<file path="src/rtl/om_pkg.sv">
// Shared constants and width helpers for the Oerder-Meyr timing estimator.
package om_pkg;

  // Fixed oversampling ratio and the width of the phase index that selects S0..S3
  localparam int OSR     = 4;
  localparam int PHASE_W = 2;

  // Width of an exact squared magnitude i^2 + q^2
  function automatic int mag_width(input int data_w);
    return 2 * data_w;
  endfunction

  // Width of one phase accumulator summing L magnitudes
  function automatic int acc_width(input int data_w, input int log2_syms);
    return 2 * data_w + log2_syms;
  endfunction

  // Width of the signed accumulator differences Re(Xm) / Im(Xm)
  function automatic int out_width(input int data_w, input int log2_syms);
    return acc_width(data_w, log2_syms) + 1;
  endfunction

endpackage

</file>
<file path="src/rtl/om_mag2.sv">
// Two-stage squared-magnitude pipeline: squares, then their sum, with a
// travelling valid bit that a flush can kill at any stage.
module om_mag2
  import om_pkg::*;
#(
  parameter int DATA_W = 12
) (
  input  logic                          clk,
  input  logic                          rst,
  input  logic                          flush,
  input  logic                          in_valid,
  input  logic signed [DATA_W-1:0]      din_i,
  input  logic signed [DATA_W-1:0]      din_q,
  output logic [mag_width(DATA_W)-1:0]  mag2,
  output logic                          mag2_valid,
  output logic                          stage1_valid
);

  localparam int MAG_W = mag_width(DATA_W);

  logic signed [MAG_W-1:0] prod_i;
  logic signed [MAG_W-1:0] prod_q;
  logic [MAG_W-1:0]        sq_i_reg;
  logic [MAG_W-1:0]        sq_q_reg;
  logic                    v1_reg;
  logic [MAG_W-1:0]        mag_reg;
  logic                    v2_reg;

  // Squares are always non-negative and at most 2^(2*DATA_W-2), so the
  // signed product bits read directly as an unsigned value.
  assign prod_i = din_i * din_i;
  assign prod_q = din_q * din_q;

  // Stage 1 registers the squares, stage 2 their exact sum; flush drops valids
  always_ff @(posedge clk) begin
    if (rst) begin
      sq_i_reg <= '0;
      sq_q_reg <= '0;
      v1_reg   <= 1'b0;
      mag_reg  <= '0;
      v2_reg   <= 1'b0;
    end else begin
      sq_i_reg <= prod_i;
      sq_q_reg <= prod_q;
      mag_reg  <= sq_i_reg + sq_q_reg;
      v1_reg   <= in_valid & ~flush;
      v2_reg   <= v1_reg & ~flush;
    end
  end

  assign mag2         = mag_reg;
  assign mag2_valid   = v2_reg;
  assign stage1_valid = v1_reg;

endmodule

</file>
<file path="src/rtl/om_timing_est.sv">
// Oerder-Meyr timing estimator front end: accumulates |x|^2 per sample phase
// over 4L samples and emits Xm = (S0 - S2) + j(S3 - S1) per block.
module om_timing_est
  import om_pkg::*;
#(
  parameter int DATA_W    = 12,
  parameter int LOG2_SYMS = 6
) (
  input  logic                                         clk,
  input  logic                                         rst,
  input  logic                                         clear,
  input  logic                                         din_valid,
  input  logic signed [DATA_W-1:0]                     din_i,
  input  logic signed [DATA_W-1:0]                     din_q,
  output logic signed [out_width(DATA_W, LOG2_SYMS)-1:0] xm_re,
  output logic signed [out_width(DATA_W, LOG2_SYMS)-1:0] xm_im,
  output logic                                         xm_valid,
  output logic                                         busy
);

  localparam int MAG_W = mag_width(DATA_W);
  localparam int ACC_W = acc_width(DATA_W, LOG2_SYMS);
  localparam int OUT_W = out_width(DATA_W, LOG2_SYMS);
  localparam int CNT_W = LOG2_SYMS + PHASE_W;

  logic                    accept;
  logic [MAG_W-1:0]        mag2;
  logic                    mag2_valid;
  logic                    stage1_valid;

  logic [CNT_W-1:0]        cnt_reg;
  logic [CNT_W-1:0]        cnt_next;
  logic [ACC_W-1:0]        acc_reg  [OSR];
  logic [ACC_W-1:0]        acc_next [OSR];
  logic                    last_next;
  logic                    busy_next;
  logic signed [OUT_W-1:0] xm_re_next;
  logic signed [OUT_W-1:0] xm_im_next;
  logic signed [OUT_W-1:0] xm_re_reg;
  logic signed [OUT_W-1:0] xm_im_reg;
  logic                    xm_valid_reg;
  logic                    busy_reg;

  // A sample presented together with clear belongs to no block
  assign accept = din_valid & ~clear;

  om_mag2 #(
    .DATA_W(DATA_W)
  ) u_mag2 (
    .clk         (clk),
    .rst         (rst),
    .flush       (clear),
    .in_valid    (accept),
    .din_i       (din_i),
    .din_q       (din_q),
    .mag2        (mag2),
    .mag2_valid  (mag2_valid),
    .stage1_valid(stage1_valid)
  );

  // The counter sits at the accumulator side: samples leave the pipe in
  // acceptance order and flushes reset both ends together, so its low bits
  // are the phase index of the magnitude arriving now.
  always_comb begin
    acc_next = acc_reg;
    cnt_next = cnt_reg;
    if (mag2_valid) begin
      acc_next[cnt_reg[PHASE_W-1:0]] = acc_reg[cnt_reg[PHASE_W-1:0]] + ACC_W'(mag2);
      cnt_next = cnt_reg + 1'b1;
    end
    last_next  = mag2_valid && (cnt_reg == {CNT_W{1'b1}});
    xm_re_next = OUT_W'(acc_next[0]) - OUT_W'(acc_next[2]);
    xm_im_next = OUT_W'(acc_next[3]) - OUT_W'(acc_next[1]);
    // Work is outstanding if a sample arrives now, one sits in stage 1, or
    // the running block still holds accumulated samples after this cycle.
    busy_next  = accept || stage1_valid || (cnt_next != '0);
  end

  // Accumulate, close the block on the final magnitude, and restart at zero
  always_ff @(posedge clk) begin
    if (rst) begin
      cnt_reg      <= '0;
      for (int p = 0; p < OSR; p++) acc_reg[p] <= '0;
      xm_re_reg    <= '0;
      xm_im_reg    <= '0;
      xm_valid_reg <= 1'b0;
      busy_reg     <= 1'b0;
    end else if (clear) begin
      cnt_reg      <= '0;
      for (int p = 0; p < OSR; p++) acc_reg[p] <= '0;
      xm_valid_reg <= 1'b0;
      busy_reg     <= 1'b0;
    end else begin
      cnt_reg      <= cnt_next;
      xm_valid_reg <= last_next;
      busy_reg     <= busy_next;
      if (last_next) begin
        for (int p = 0; p < OSR; p++) acc_reg[p] <= '0;
        xm_re_reg <= xm_re_next;
        xm_im_reg <= xm_im_next;
      end else begin
        acc_reg <= acc_next;
      end
    end
  end

  assign xm_re    = xm_re_reg;
  assign xm_im    = xm_im_reg;
  assign xm_valid = xm_valid_reg;
  assign busy     = busy_reg;

endmodule

</file>
<file path="config.mk">
export PLATFORM = sky130hd
export DESIGN_NAME = om_timing_est
export DESIGN_NICKNAME = d
export VERILOG_FILES = /design/src/rtl/om_pkg.sv /design/src/rtl/om_mag2.sv /design/src/rtl/om_timing_est.sv
export SDC_FILE = /design/constraint.sdc
export NUM_CORES = 1
export LEC_CHECK = 0
export CAP_MARGIN = 30
export CELL_PAD_IN_SITES_DETAIL_PLACEMENT = 2
export CELL_PAD_IN_SITES_GLOBAL_PLACEMENT = 2
export CORE_MARGIN = 5
export CORE_UTILIZATION = 45
export DETAILED_ROUTE_END_ITERATION = 6
export DONT_BUFFER_PORTS = 1
export PLACE_DENSITY = 0.94
export SLEW_MARGIN = 0
export SYNTH_ARGS = -nofsm -noshare
export SYNTH_HDL_FRONTEND = slang
export SYNTH_SLANG_ARGS = --single-unit
</file>
<file path="constraint.sdc">
create_clock -name clk -period 11.1 [get_ports clk]
set_input_delay 2.22 -clock clk [delete_from_list [all_inputs] [get_ports clk]]
set_output_delay 2.22 -clock clk [all_outputs]
set_load 0.02 [all_outputs]
</file>
==> results of run 1 <==
## area by class of cell
| class | instances | area share [%] |
|---|---|---|
| flip-flops and latches | 264 | 20.6 |
| inverters | 403 | 5.89 |
| multi-input cells | 1978 | 65.5 |
| well taps | 688 | 3.35 |
| clock inverters | 13 | 0.712 |
| repair buffers | 15 | 0.487 |
| clock buffers | 42 | 3.42 |
## worst max-delay path, cell delays in order (launching register included)
cell and delay [ns]:
dfxtp_2 0.73, buf_4 0.58, mux4_2 0.64, ha_1 0.45, a2111oi_0 0.62, o21ai_1 0.21, a221oi_2 0.55, a21oi_2 0.22
o21ai_0 0.28, a21oi_1 0.12, o21ai_0 0.37, a21boi_0 0.25, o21ai_0 0.74, nand2_1 0.21, xnor2_1 0.48, o21ai_0 0.25
ha_1 0.44, o21ai_0 0.18, nand2b_1 0.12, a21oi_1 0.27, inv_1 0.09, a21oi_1 0.15, o21ai_0 0.19, a21o_1 0.27
a21oi_1 0.18, xor2_1 0.24, o21ai_0 0.12
## power groups by stage
stage	clock (mW)	sequential (mW)	combinational, mW
floorplan	0	1.11	2.87
global placement	0	1.14	3.57
detailed placement	0	1.15	4.31
finish	1.14	1.14	4.84
CTS	1.13	1.13	4.72
global route	1.16	1.14	5.11
## through the flow
step | setup WS (ns) | utilization, % | cell area [sq um] | hold WS (ns)
floorplan | 3.59 | - | 24000 | 0.424
global placement | 3.40 | 46.7 | 24600 | 0.448
detailed placement | 2.71 | 46.7 | 24600 | 0.453
CTS | 2.45 | 48.7 | 25700 | 0.493
global route | 1.86 | 48.8 | 25700 | 0.518
finish | 1.98 | 48.8 | 25700 | 0.500
## kinds of logic after synthesis
family	after synthesis	share of synthesized area, %
flops	264	22.0
buf+inv	506	7.94
simple gates	828	15.8
mux	57	3.95
fa+ha+maj	465	32.1
xor+xnor	137	5.00
compound gates	491	13.3
## cells in the final DEF (no fill, tap or decap), types with 6 or more instances in the layout
cell type / count
nand3_1: 29
a21boi_0: 11
a21oi_1: 182
inv_1: 401
ha_1: 215
o21ai_0: 91
o21a_1: 22
clkbuf_8: 6
o31a_1: 11
nor3_1: 32
nor2b_1: 60
a21o_1: 46
nand2_1: 295
clkbuf_16: 31
or3_1: 10
fa_1: 250
and2_1: 73
a211oi_1: 25
buf_4: 13
nor2_1: 255
nor3b_1: 6
a31oi_1: 8
o22ai_1: 7
mux2i_1: 26
mux4_2: 30
xnor2_1: 96
o21ai_1: 10
dfxtp_1: 263
nand2b_1: 28
and3_1: 8
xor2_1: 41
o211ai_1: 7
o21bai_1: 11
## per-layer routing
metal  routed length, um  track usage, %  vias to the layer above
met5                  30               0                        -
met4                9220            25.3                        6
met3                7200            7.88                      579
met2               55700            67.4                     1188
met1               38400            39.8                    11100
li1                    -               -                     8816
## worst paths after layout
| check | start | end | slack (ns) | depth (start not counted) |
|---|---|---|---|---|
| max | cnt_reg[0] | xm_im[29] | 1.98 | 26 |
| min | acc_reg[93] | acc_reg[93] | 0.50 | 2 |
| max reg2reg | cnt_reg[0] | xm_im[29] | 1.98 | 26 |
| min reg2reg | acc_reg[93] | acc_reg[93] | 0.50 | 2 |
==> results.ini, run 1 <==
[clock_network]
cts_buffer_depth=3
post_cts.repair.setup_buffers=0
clock_latency_ns=0.61
cts_buffers=31
cts_tree=yes
hold_buffers=0
cts_max_level=1
cts-resized-gates=0
path_clk_slew_ns=0.07
cts_sinks=264
cts-root-buf=clkbuf_16

[sta]
fin_crit_ns=9.12
rsz0062_at_grt=no
relSlewSlack_pct=31.4
worst_slew_pin_slew_ns=1.02
finClkSkew_ns=0.0281
finalCritPeriodShare_pct=82.2
fin_setup_tns_ns=0
finalHoldViolations=0
setup_viol=0
max_freq_ghz=0.110
slew_viol_final=0

[yosys]
yosysWarningCount=0
synth_flop_cell=dfxtp_1
yosysSeqAreaShare_pct=22.0
synth_area_leaders=dfxtp_1 (22%), fa_1 (21%), ha_1 (11%), inv_1 (6.3%), nand2_1 (4.6%)
syn-cell-area_sq_um=24000
synth_common_cells=inv_1 (401), nand2_1 (296), dfxtp_1 (264)
synth_most_common_cell=inv_1
synthCells=2748
avgSynthCellArea_sq_um=8.74
synth_top_area_share_pct=22.0
synth-async-reset-ratio_pct=0
ys_types=91
synth-edff-count=0
yosysTopAreaCell=dfxtp_1
synth_fp_nets=3241
synth_seq_cells=264

[drt]
wl_mm=111
drc=0
dr.pass1.iters=5
ant_nets=0
vias_per_cell=6.39
first_iter_violations=1626
vias=21700
wl_per_cell_um=32.5

[finish]
instances_no_fill=3403
nNetsFinal=3186
register_area_sq_um=5290
multi_input_area_sq_um=16800
syn_to_final_growth_pct=6.95
fill_cells=5615
n_antenna_cell=0
drive_above_1_share_pct=5.01
largest_reg_flops=120

[floorplan]
initial_core_util_pct=45.6
chipWidth_um=241
pin_count=92
core.rowCount=84
core_sq_um=52700
die-height_um=241
fp.dieArea_sq_um=58100

[power]
finalPower_mw=7.12
swShare_pct=51.0
pwr-share-comb_pct=68.0
clkPwrFrac_pct=16.0
seq_power_share_pct=16.0
leakage_nw=11.6
vdd_drop_max_uv=190
switchingPower_mw=3.63
internal_power_mw=3.49
power.density_nw_per_um2=277

[placement]
hpwl_mm=73.8
io_buffers=0
gp_congestion=0.890
dp.cells=3347

[hold_path]
hold_class=reg -> reg

[worst_setup_path]
required_ns=11.56
cp.arrival_ns=9.58
cp_max_fo=26
cp-end-kind=register
critPathKind=reg -> reg
cp-start-kind=register

[global_routing]
grt_use_total_pct=37.6
grt_pass1_wl_mm=166
grt_pass1_vias=25700
grt_max_degree=125
antenna_found_initial=4
gr-total-overflow=0

[flow_run]
drv_cap=0

[run_status]
outcome=finished clean

Power figures use the tool's default switching activity.
==> inputs of run 2 (changes only) <==
- CORE_UTILIZATION: 45 -> 41
- PLACE_DENSITY: 0.94 -> 0.87
- clock period: 11.1 -> 9.1 ns (I/O delays scaled with it)
==> run 2 against run 1 <==
Effect of this change: hold slack got worse by 0.012 ns; sequential cell count did not move; maximum frequency rose by 17%; die area up 9.3%; cell count grew 2.4%; core utilization decreased by 3.9 points; sequential power grew 19%; count of clock-buffer cells in the layout decreased by 4; register-to-register slack lost 0.64 ns; critical endpoint unchanged; largest power group unchanged.
==> results.ini, run 2 (synthesized netlist as in run 1, its figures left out) <==
[finish]
nNetsFinal=3186  ; unchanged
drive_above_1_share_pct=5.26  ; was 5.01%
layout_common_cells=inv_1 (401), nand2_1 (295), dfxtp_1 (263), nor2_1 (255), fa_1 (250)  ; unchanged
fin_util_pct=44.8  ; was 48.8%
instances_no_fill=3486  ; was 3403
largest_reg_flops=120  ; unchanged
syn_to_final_growth_pct=7.95  ; was 6.95%
fin_area_sq_um=25900  ; was 25700 sq um
layout_commonest_cell=inv_1  ; unchanged

[placement]
gp_congestion=0.853  ; was 0.890
pre_cts_ws_ns=1.38  ; was 2.71 ns
hpwl_mm=65.7  ; was 73.8 mm
dpl_cell_area_sq_um=24700  ; was 24600 sq um
dp.cells=3424  ; was 3347
io_buffers=0  ; unchanged

[sta]
setup_ws_ns=1.33  ; was 1.98 ns
finalCritPeriodShare_pct=85.4  ; was 82.2%
worst_slew_pin_slew_ns=0.960  ; was 1.02 ns
relSlewSlack_pct=35.8  ; was 31.4%
fin_setup_tns_ns=0  ; unchanged
finClkSkew_ns=0.0251  ; was 0.0281 ns
rsz0062_at_grt=no  ; unchanged
slew_viol_final=0  ; unchanged
setup_viol=0  ; unchanged
fin_hold_ws_ns=0.489  ; was 0.500 ns
max_freq_ghz=0.129  ; was 0.110 GHz
finalHoldViolations=0  ; unchanged
fin_crit_ns=7.77  ; was 9.12 ns

[worst_setup_path]
critPathKind=reg -> reg  ; unchanged
ff2ff_path_depth=26  ; unchanged
cp_slowest_cell=a2111oi_0  ; was o21ai_0
cp_max_fo=30  ; was 26
cp-start-kind=register  ; unchanged
cp.arrival_ns=8.22  ; was 9.58 ns
cpPeakStageDelay_ns=0.63  ; was 0.74 ns
cp-end-kind=register  ; unchanged
critPathMostFrequentCell=o21ai_0  ; unchanged
worst_r2r_endpoint=xm_im[29]  ; unchanged
r2r-start=cnt_reg[0]  ; unchanged
required_ns=9.55  ; was 11.56 ns
cp-endpoint=xm_im[29]  ; unchanged
reg2reg_slack_ns=1.33  ; was 1.98 ns
worstSetupStartpoint=cnt_reg[0]  ; unchanged

[flow_run]
drv_cap=0  ; unchanged

[clock_network]
cts_buffers=31  ; unchanged
cts_tree=yes  ; unchanged
clock_latency_ns=0.61  ; about the same
cts_max_level=1  ; unchanged
cts-root-buf=clkbuf_16  ; unchanged
path_clk_slew_ns=0.06  ; was 0.07 ns
cts-resized-gates=0  ; unchanged
cts_sinks=264  ; unchanged
hold_buffers=0  ; unchanged
post_cts.repair.setup_buffers=0  ; unchanged
cts_buffer_depth=3  ; unchanged

[drt]
vias=19700  ; was 21700
first_iter_violations=788  ; was 1626
drc=0  ; unchanged
ant_nets=0  ; unchanged
vias_per_cell=5.64  ; was 6.39
dr.pass1.iters=7  ; was 5
wl_per_cell_um=25.1  ; was 32.5 um
wl_mm=87.5  ; was 111 mm

[global_routing]
use_met1_pct=29.5  ; was 39.8%
grt_use_total_pct=27.2  ; was 37.6%
gr-total-overflow=0  ; unchanged
grt_max_degree=125  ; unchanged
grt_pass1_wl_mm=137  ; was 166 mm
busiest_layer=met2  ; unchanged
antenna_found_initial=3  ; was 4
met2_usage_pct=51.9  ; was 67.4%
grt_pass1_vias=23800  ; was 25700
use_met3_pct=4.09  ; was 7.88%

[hold_path]
hold_class=reg -> reg  ; unchanged

[floorplan]
pin_count=92  ; unchanged
chipWidth_um=252  ; was 241 um
core.rowCount=88  ; was 84
fp.dieArea_sq_um=63500  ; was 58100 sq um
die-height_um=252  ; was 241 um
initial_core_util_pct=41.5  ; was 45.6%
core_sq_um=57800  ; was 52700 sq um

[power]
finalPower_mw=7.84  ; was 7.12 mW
vdd_drop_max_uv=308  ; was 190 uV
power.density_nw_per_um2=303  ; was 277 nW/um^2
leakage_nw=11.6  ; about the same

[run_status]
outcome=finished clean  ; unchanged

[run 2: how the worst min path moves through the flow]
stage | to | cells past startpoint | start | slack, ns
final | acc_reg[93] | 2 | acc_reg[93] | 0.49
after global routing | acc_reg[93] | 2 | acc_reg[93] | 0.52
after CTS | acc_reg[4] | 2 | acc_reg[4] | 0.49
after detailed placement | acc_reg[10] | 2 | acc_reg[10] | 0.48
after global placement | u_mag2.mag2_valid | 1 | u_mag2.stage1_valid | 0.45
after floorplan | u_mag2.mag2_valid | 1 | u_mag2.stage1_valid | 0.42
[run 2: cell type report]
class / instances / area [sq um]
diodes: 3 / 7.51
clock buffers: 38 / 852
clock inverters: 20 / 329
fillers: 6252 / 31900
inverters: 403 / 1510
multi-input cells: 1978 / 16800
flip-flops and latches: 264 / 5290
well taps: 765 / 957
repair buffers: 15 / 140
[run 2: critical path, delay by kind of cell, from the launching register on]
family	cells	cell delay [ns]
multiplexers	1	0.60
XOR/XNOR	2	0.53
AND/OR/NAND/NOR	2	0.25
buffers and inverters	2	0.66
flip-flops	1	0.54
AO/OA/AOI/OAI	17	4.21
adder cells (fa/ha/maj)	2	0.80
[run 2: report_power, final]
group	internal (mW)	switching, mW
logic	2.04	2.97
clock network	0.895	0.574
registers	1.30	0.0597
total	4.24	3.60
[run 2: per-layer routing]
metal / share of wire [%] / routed length [um]
met3: 3.9 / 3380
met1: 37 / 32600
met5: 0.015 / 13
met2: 54 / 46900
met4: 5.2 / 4570
==> inputs of run 3 (changes only) <==
- ABC_AREA: default -> 1
- CORE_UTILIZATION: 41 -> 39
- PLACE_DENSITY: 0.87 -> 0.88
==> run 3 against run 2 <==
Effect of this change: sequential power hardly changed; routed wire length grew 16%; core utilization is 2.5 points lower; clock skew hardly changed; first-iteration DRC count grew 23%; via count rose by 18%; sequential cell count unchanged; global-route usage grew 1.3 points; critical endpoint is now u_mag2.sq_q_reg[21].
==> results.ini, run 3 <==
[power]
power.density_nw_per_um2=310  ; was 303 nW/um^2
vdd_drop_max_uv=202  ; was 308 uV
leakage_nw=14.3  ; was 11.6 nW
finalPower_mw=8.42  ; was 7.84 mW

[global_routing]
gr-total-overflow=0  ; unchanged
grt_pass1_vias=27600  ; was 23800
grt_max_degree=78  ; was 125
grt_use_total_pct=28.6  ; was 27.2%
grt_pass1_wl_mm=158  ; was 137 mm
antenna_found_initial=1  ; was 3

[yosys]
synth-edff-count=0  ; unchanged
yosysWarningCount=0  ; unchanged
synth_top_area_share_pct=21.1  ; was 22.0%
ys_types=53  ; was 91
synth_most_common_cell=inv_1  ; unchanged
synth-async-reset-ratio_pct=0  ; unchanged
yosysSeqAreaShare_pct=21.1  ; was 22.0%
synthCells=3381  ; was 2748
yosysTopAreaCell=dfxtp_1  ; unchanged
synth_area_leaders=dfxtp_1 (21%), fa_1 (20%), ha_1 (11%), inv_1 (10%), nand2_1 (8.6%)  ; was dfxtp_1 (22%), fa_1 (21%), ha_1 (11%), inv_1 (6.3%), nand2_1 (4.6%)
synth_fp_nets=3874  ; was 3241
syn-cell-area_sq_um=25100  ; was 24000 sq um
synth_flop_cell=dfxtp_1  ; unchanged
synth_seq_cells=264  ; unchanged
avgSynthCellArea_sq_um=7.43  ; was 8.74 sq um
synth_common_cells=inv_1 (682), nand2_1 (572), nor2_1 (301)  ; was inv_1 (401), nand2_1 (296), dfxtp_1 (264)

[placement]
dp.cells=4146  ; was 3424
io_buffers=0  ; unchanged
hpwl_mm=77.2  ; was 65.7 mm
dpl_cell_area_sq_um=25900  ; was 24700 sq um
pre_cts_ws_ns=1.71  ; was 1.38 ns
gp_congestion=0.862  ; was 0.853

[sta]
worst_slew_pin_slew_ns=0.987  ; was 0.960 ns
finalCritPeriodShare_pct=76.4  ; was 85.4%
fin_hold_ws_ns=0.442  ; was 0.489 ns
finClkSkew_ns=0.0250  ; was 0.0251 ns
slew_viol_final=0  ; unchanged
rsz0062_at_grt=no  ; unchanged
fin_crit_ns=6.95  ; was 7.77 ns
fin_setup_tns_ns=0  ; unchanged
finalHoldViolations=0  ; unchanged
max_freq_ghz=0.144  ; was 0.129 GHz
setup_viol=0  ; unchanged
setup_ws_ns=2.15  ; was 1.33 ns
relSlewSlack_pct=34.1  ; was 35.8%

[drt]
wl_per_cell_um=24.1  ; was 25.1 um
vias=23200  ; was 19700
first_iter_violations=966  ; was 788
wl_mm=102  ; was 87.5 mm
drc=0  ; unchanged
dr.pass1.iters=5  ; was 7
ant_nets=0  ; unchanged
vias_per_cell=5.53  ; was 5.64

[worst_setup_path]
path_delay_family=adder cells  ; was compound AO/OA/AOI/OAI gates
cp-start-kind=input pin  ; was register
cp-end-kind=register  ; unchanged
cp_cell_sequence=clkinv_1 > or2_2 > fa_1 > inv_1 > fa_1 > fa_1 > fa_1 > inv_1 > fa_1 > inv_1 > ha_1 > nand2_1 > nor2_1 > nand2_1 > o211ai_1 > a31oi_1 > o21ai_0 > a21boi_0 > o21bai_1 > a21oi_1 > o21ai_0 > a21oi_1
cp_slowest_cell=fa_1  ; was a2111oi_0
cpPeakStageDelay_ns=0.53  ; was 0.63 ns
required_ns=9.59  ; was 9.55 ns
critPathKind=in -> reg  ; was reg -> reg
critPathMostFrequentCell=fa_1  ; was o21ai_0
path_buf_inv=4  ; was 2
cp.arrival_ns=7.44  ; was 8.22 ns
cp_max_fo=15  ; was 30

[floorplan]
fp.dieArea_sq_um=69600  ; was 63500 sq um
core_sq_um=64100  ; was 57800 sq um
die-height_um=264  ; was 252 um
initial_core_util_pct=39.2  ; was 41.5%
core.rowCount=93  ; was 88
chipWidth_um=264  ; was 252 um
pin_count=92  ; unchanged

[finish]
nNetsFinal=3821  ; was 3186
fin_area_sq_um=27100  ; was 25900 sq um
layout_commonest_cell=inv_1  ; unchanged
instances_no_fill=4206  ; was 3486
fin_util_pct=42.3  ; was 44.8%
largest_reg_flops=120  ; unchanged
syn_to_final_growth_pct=8.02  ; was 7.95%
layout_common_cells=inv_1 (680), nand2_1 (571), nor2_1 (300), o21ai_0 (281), dfxtp_1 (263)  ; was inv_1 (401), nand2_1 (295), dfxtp_1 (263), nor2_1 (255), fa_1 (250)
drive_above_1_share_pct=5.64  ; was 5.26%
n_antenna_cell=0  ; was 3

[clock_network]
cts_buffer_depth=3  ; unchanged
cts-root-buf=clkbuf_16  ; unchanged
cts_sinks=264  ; unchanged
cts-resized-gates=0  ; unchanged
clock_latency_ns=0.55  ; was 0.61 ns
path_clk_slew_ns=0.07  ; was 0.06 ns
post_cts.repair.setup_buffers=0  ; unchanged
cts_buffers=35  ; was 31
cts_max_level=2  ; was 1
hold_buffers=0  ; unchanged
cts_tree=yes  ; unchanged

[hold_path]
hold_class=reg -> reg  ; unchanged

[run_status]
outcome=finished clean  ; unchanged

[flow_run]
drv_cap=0  ; unchanged

-- run 3: cell types whose count changed after synthesis, moves of 45 or more --
cell	before	now
o21ai_0	91	281
nor2_1	256	301
xnor2_1	96	35
a21oi_1	182	241
nand2_1	296	572
inv_1	401	682
nor2b_1	60	0
and2_1	73	1
-- run 3: kinds of logic after synthesis --
family                   synth area share, %
AND/OR/NAND/NOR                         18.2
multiplexers                           0.478
XOR/XNOR                                2.72
flip-flops                              21.1
adder cells (fa/ha/maj)                 30.6
AO/OA/AOI/OAI                           14.8
buffers and inverters                   12.1
-- run 3: worst paths after layout --
check	slack, ns	startpoint	cells past startpoint	end
max	2.15	din_q[11]	22	u_mag2.sq_q_reg[21]
min	0.44	u_mag2.stage1_valid	2	u_mag2.mag2_valid
max reg2reg	2.61	cnt_reg[0]	31	xm_re[21]
min reg2reg	0.44	u_mag2.stage1_valid	2	u_mag2.mag2_valid
-- run 3: report_power, final --
part / internal [mW] / switching [mW] / total, mW
logic: 1.82 / 3.71 / 5.53
clock network: 0.920 / 0.594 / 1.51
registers: 1.30 / 0.0753 / 1.38
total: 4.04 / 4.38 / 8.42
-- run 3: final cells by class --
type                            count  area (sq um)
Clock inverter                     17           255
Timing Repair Buffer               15           125
Multi-Input combinational cell   2309         16800
Tap cell                          855          1070
Fill cell                        7392         37000
Clock buffer                       43           957
Sequential cell                   264          5290
Inverter                          703          2640
-- run 3: tightest hold or removal path: stages, from the launching register on --
cell and delay, ns:
dfxtp_1 0.29, inv_1 0.06, nor2_1 0.04
-- run 3: per-layer routing --
layer  up-vias  share of wire, %  track usage, %  wire (um)
li1      10500                 -               -          -
met1     11900                36            29.0      36700
met2       550                53            54.6      53800
met3       341               3.1            3.92       3190
met4         0               7.8            18.3       7870
met5         -                 0               0          0
==> RTL edit: new RTL, config.mk and constraints of run 3 <==
Register the inputs `clear`, `din_valid`, `din_i` and `din_q` before use, with the module's reset. The logic sees them one clock later.
--- a/src/rtl/om_timing_est.sv
+++ b/src/rtl/om_timing_est.sv
@@ -23,6 +23,25 @@
   localparam int OUT_W = out_width(DATA_W, LOG2_SYMS);
   localparam int CNT_W = LOG2_SYMS + PHASE_W;
 
+  logic clear_q;
+  logic din_valid_q;
+  logic signed [DATA_W-1:0] din_r;
+  logic signed [DATA_W-1:0] din_q_q;
+
+  always_ff @(posedge clk) begin
+    if (rst) begin
+      clear_q     <= '0;
+      din_valid_q <= '0;
+      din_r       <= '0;
+      din_q_q     <= '0;
+    end else begin
+      clear_q     <= clear;
+      din_valid_q <= din_valid;
+      din_r       <= din_i;
+      din_q_q     <= din_q;
+    end
+  end
+
   logic                    accept;
   logic [MAG_W-1:0]        mag2;
   logic                    mag2_valid;
@@ -42,17 +61,17 @@
   logic                    busy_reg;
 
   // A sample presented together with clear belongs to no block
-  assign accept = din_valid & ~clear;
+  assign accept = din_valid_q & ~clear_q;
 
   om_mag2 #(
     .DATA_W(DATA_W)
   ) u_mag2 (
     .clk         (clk),
     .rst         (rst),
-    .flush       (clear),
+    .flush       (clear_q),
     .in_valid    (accept),
-    .din_i       (din_i),
-    .din_q       (din_q),
+    .din_i       (din_r),
+    .din_q       (din_q_q),
     .mag2        (mag2),
     .mag2_valid  (mag2_valid),
     .stage1_valid(stage1_valid)
@@ -85,7 +104,7 @@
       xm_im_reg    <= '0;
       xm_valid_reg <= 1'b0;
       busy_reg     <= 1'b0;
-    end else if (clear) begin
+    end else if (clear_q) begin
       cnt_reg      <= '0;
       for (int p = 0; p < OSR; p++) acc_reg[p] <= '0;
       xm_valid_reg <= 1'b0;
Function: changed (a bounded check fails within 4 cycles, from zero or initial values and one cycle with rst high).
==> RTL edit against run 3 <==
Critical path type is now flip-flop to flip-flop; critical endpoint unchanged; synthesized area increased by 3.3%; critical path depth grew 2; count of clock-buffer cells in the layout grew 13; sequential cell count up 26; global-route usage up 0.30 points; setup slack better by 0.39 ns; synthesized cell count rose by 3.5%; first-iteration DRC count is 30% higher; wire length increased by 4.1%; via count grew 3.3%; largest cell class unchanged; cell area increased by 3.7%.
Power is not compared: it rests on default switching activity, and its combinational part moved more than twofold at a synthesized area within 25%.
==> RTL edit: results (changes against run 3) <==
Outcome
  – Outcome: complete, no violations

Detailed routing
  – Top Metal Used: met5
  – Wirelength per Cell: 24.3 um (+0.86%)
  – Vias/cell: 5.53 (about the same)
  – Vias post-DR: 24000 (+3.3%)
  – Metal-1 WL: 41.1 mm (+12%)
  – First-pass detailed-route iteration total: 5 (unchanged)
  – Met2 wire len: 54.7 mm (+1.8%)
  – Met3 wire len: 3.55 mm (+11%)
  – DR iter-0 viols: 1258 (+30%)

Placement
  – Post-DP HPWL: 74.6 mm (-3.4%)
  – Setup slack at placement: 2.77 ns (+1.06 ns)
  – Routability-driven placement congestion ratio: 0.865 (+0.39%)
  – Cell count after placement: 4269 (+3.0%)

Final layout
  – Layout clock area frac: 4.89% (+0.42 points)
  – Inverters: 727 (+3.4%)
  – Multi-In Gates: 2372 (+2.7%)
  – Share of cells above drive strength 1: 6.01% (+0.37 points)
  – Bufs w/o clock: 17 (+2)
  – Buffer share of cell area: 0.640% (+0.18 points)
  – Nets@finish: 3941 (+3.1%)
  – CLK BUF: 56 (+30%)
  – FILL cells: 7685 (+4.0%)
  – Multi-input combinational area share: 60.3% (-1.6 points)

Run
  – Max_cap viols: 0 (unchanged)

STA
  – Slew margin rel.: 44.5% (+10 points)
  – Clock Skews: 0.0347 ns (+0.00970 ns)

Synth
  – Gate count of the mapped netlist: 3499 (+3.5%)
  – Sequential area share after synthesis: 22.4% (+1.3 points)
  – Synth cell count leaders: inv_1, nand2_1, nor2_1, dfxtp_1, o21ai_0
  – Post-Synth XOR/XNOR Area: 2.80% (+0.077 points)
  – Synth cell types: 56 (+5.7%)
  – Adder-cell share of the synthesized area: 29.7% (-0.98 points)
  – Syn nets: 3992 (+3.0%)
  – Multiplexer area fraction after synthesis: 0.425% (-0.054 points)
  – Compound-Gate Fraction of Synth Area: 13.4% (-1.3 points)
  – Top cells by area, synth: dfxtp_1, fa_1, ha_1

Clock tree
  – Clk_lat worst skew: 0.59 ns (+0.04 ns)
  – Reg clk slew, reported paths: 0.06 ns
  – Sink Count: 290 (+9.8%)
  – CTS buffer count: 40 (+14%)

Setup path
  – Critical Path AT: 7.06 ns (-0.38 ns)
  – Critical Path Max Stage Delay: 0.72 ns (+0.19 ns)
  – Slowest CP cell: dfxtp_1

Global routing
  – GRT met2 Usage: 53.3% (-1.3 points)
  – Grt met1 use: 32.2% (+3.2 points)
  – GRT Overall Usage: 28.9% (+0.30 points)
  – Largest net degree at the start of global routing: 99 (+27%)
  – Vias in the first global route: 28100 (+1.8%)
  – Met3 GRT Util: 3.90% (-0.021 points)
## RTL edit: power breakdown
part	internal, mW	leakage [nW]	switching, mW
clock network	1.00	0.681	0.696
registers	1.38	2.36	0.101
logic	0.613	12.1	1.31
## RTL edit: final timing paths
| path | startpoint | to | slack, ns | cells after the start |
|---|---|---|---|---|
| min reg2reg | din_valid_q$_SDFF_PP0_ | u_mag2.stage1_valid$_SDFF_PP0_ | 0.44 | 2 |
| max reg2reg | din_q_q[11]$_SDFF_PP0_ | u_mag2.sq_q_reg[21]$_SDFF_PP0_ | 2.54 | 24 |
| min | din_valid_q$_SDFF_PP0_ | u_mag2.stage1_valid$_SDFF_PP0_ | 0.44 | 2 |
| max | din_q_q[11]$_SDFF_PP0_ | u_mag2.sq_q_reg[21]$_SDFF_PP0_ | 2.54 | 24 |
## RTL edit: through the flow
step / cell area, sq um / hold slack (ns)
CTS: 28100 / 0.440
detailed placement: 26700 / 0.435
global route: 28100 / 0.466
floorplan: 25900 / 0.416
finish: 28100 / 0.437
global placement: 26700 / 0.431
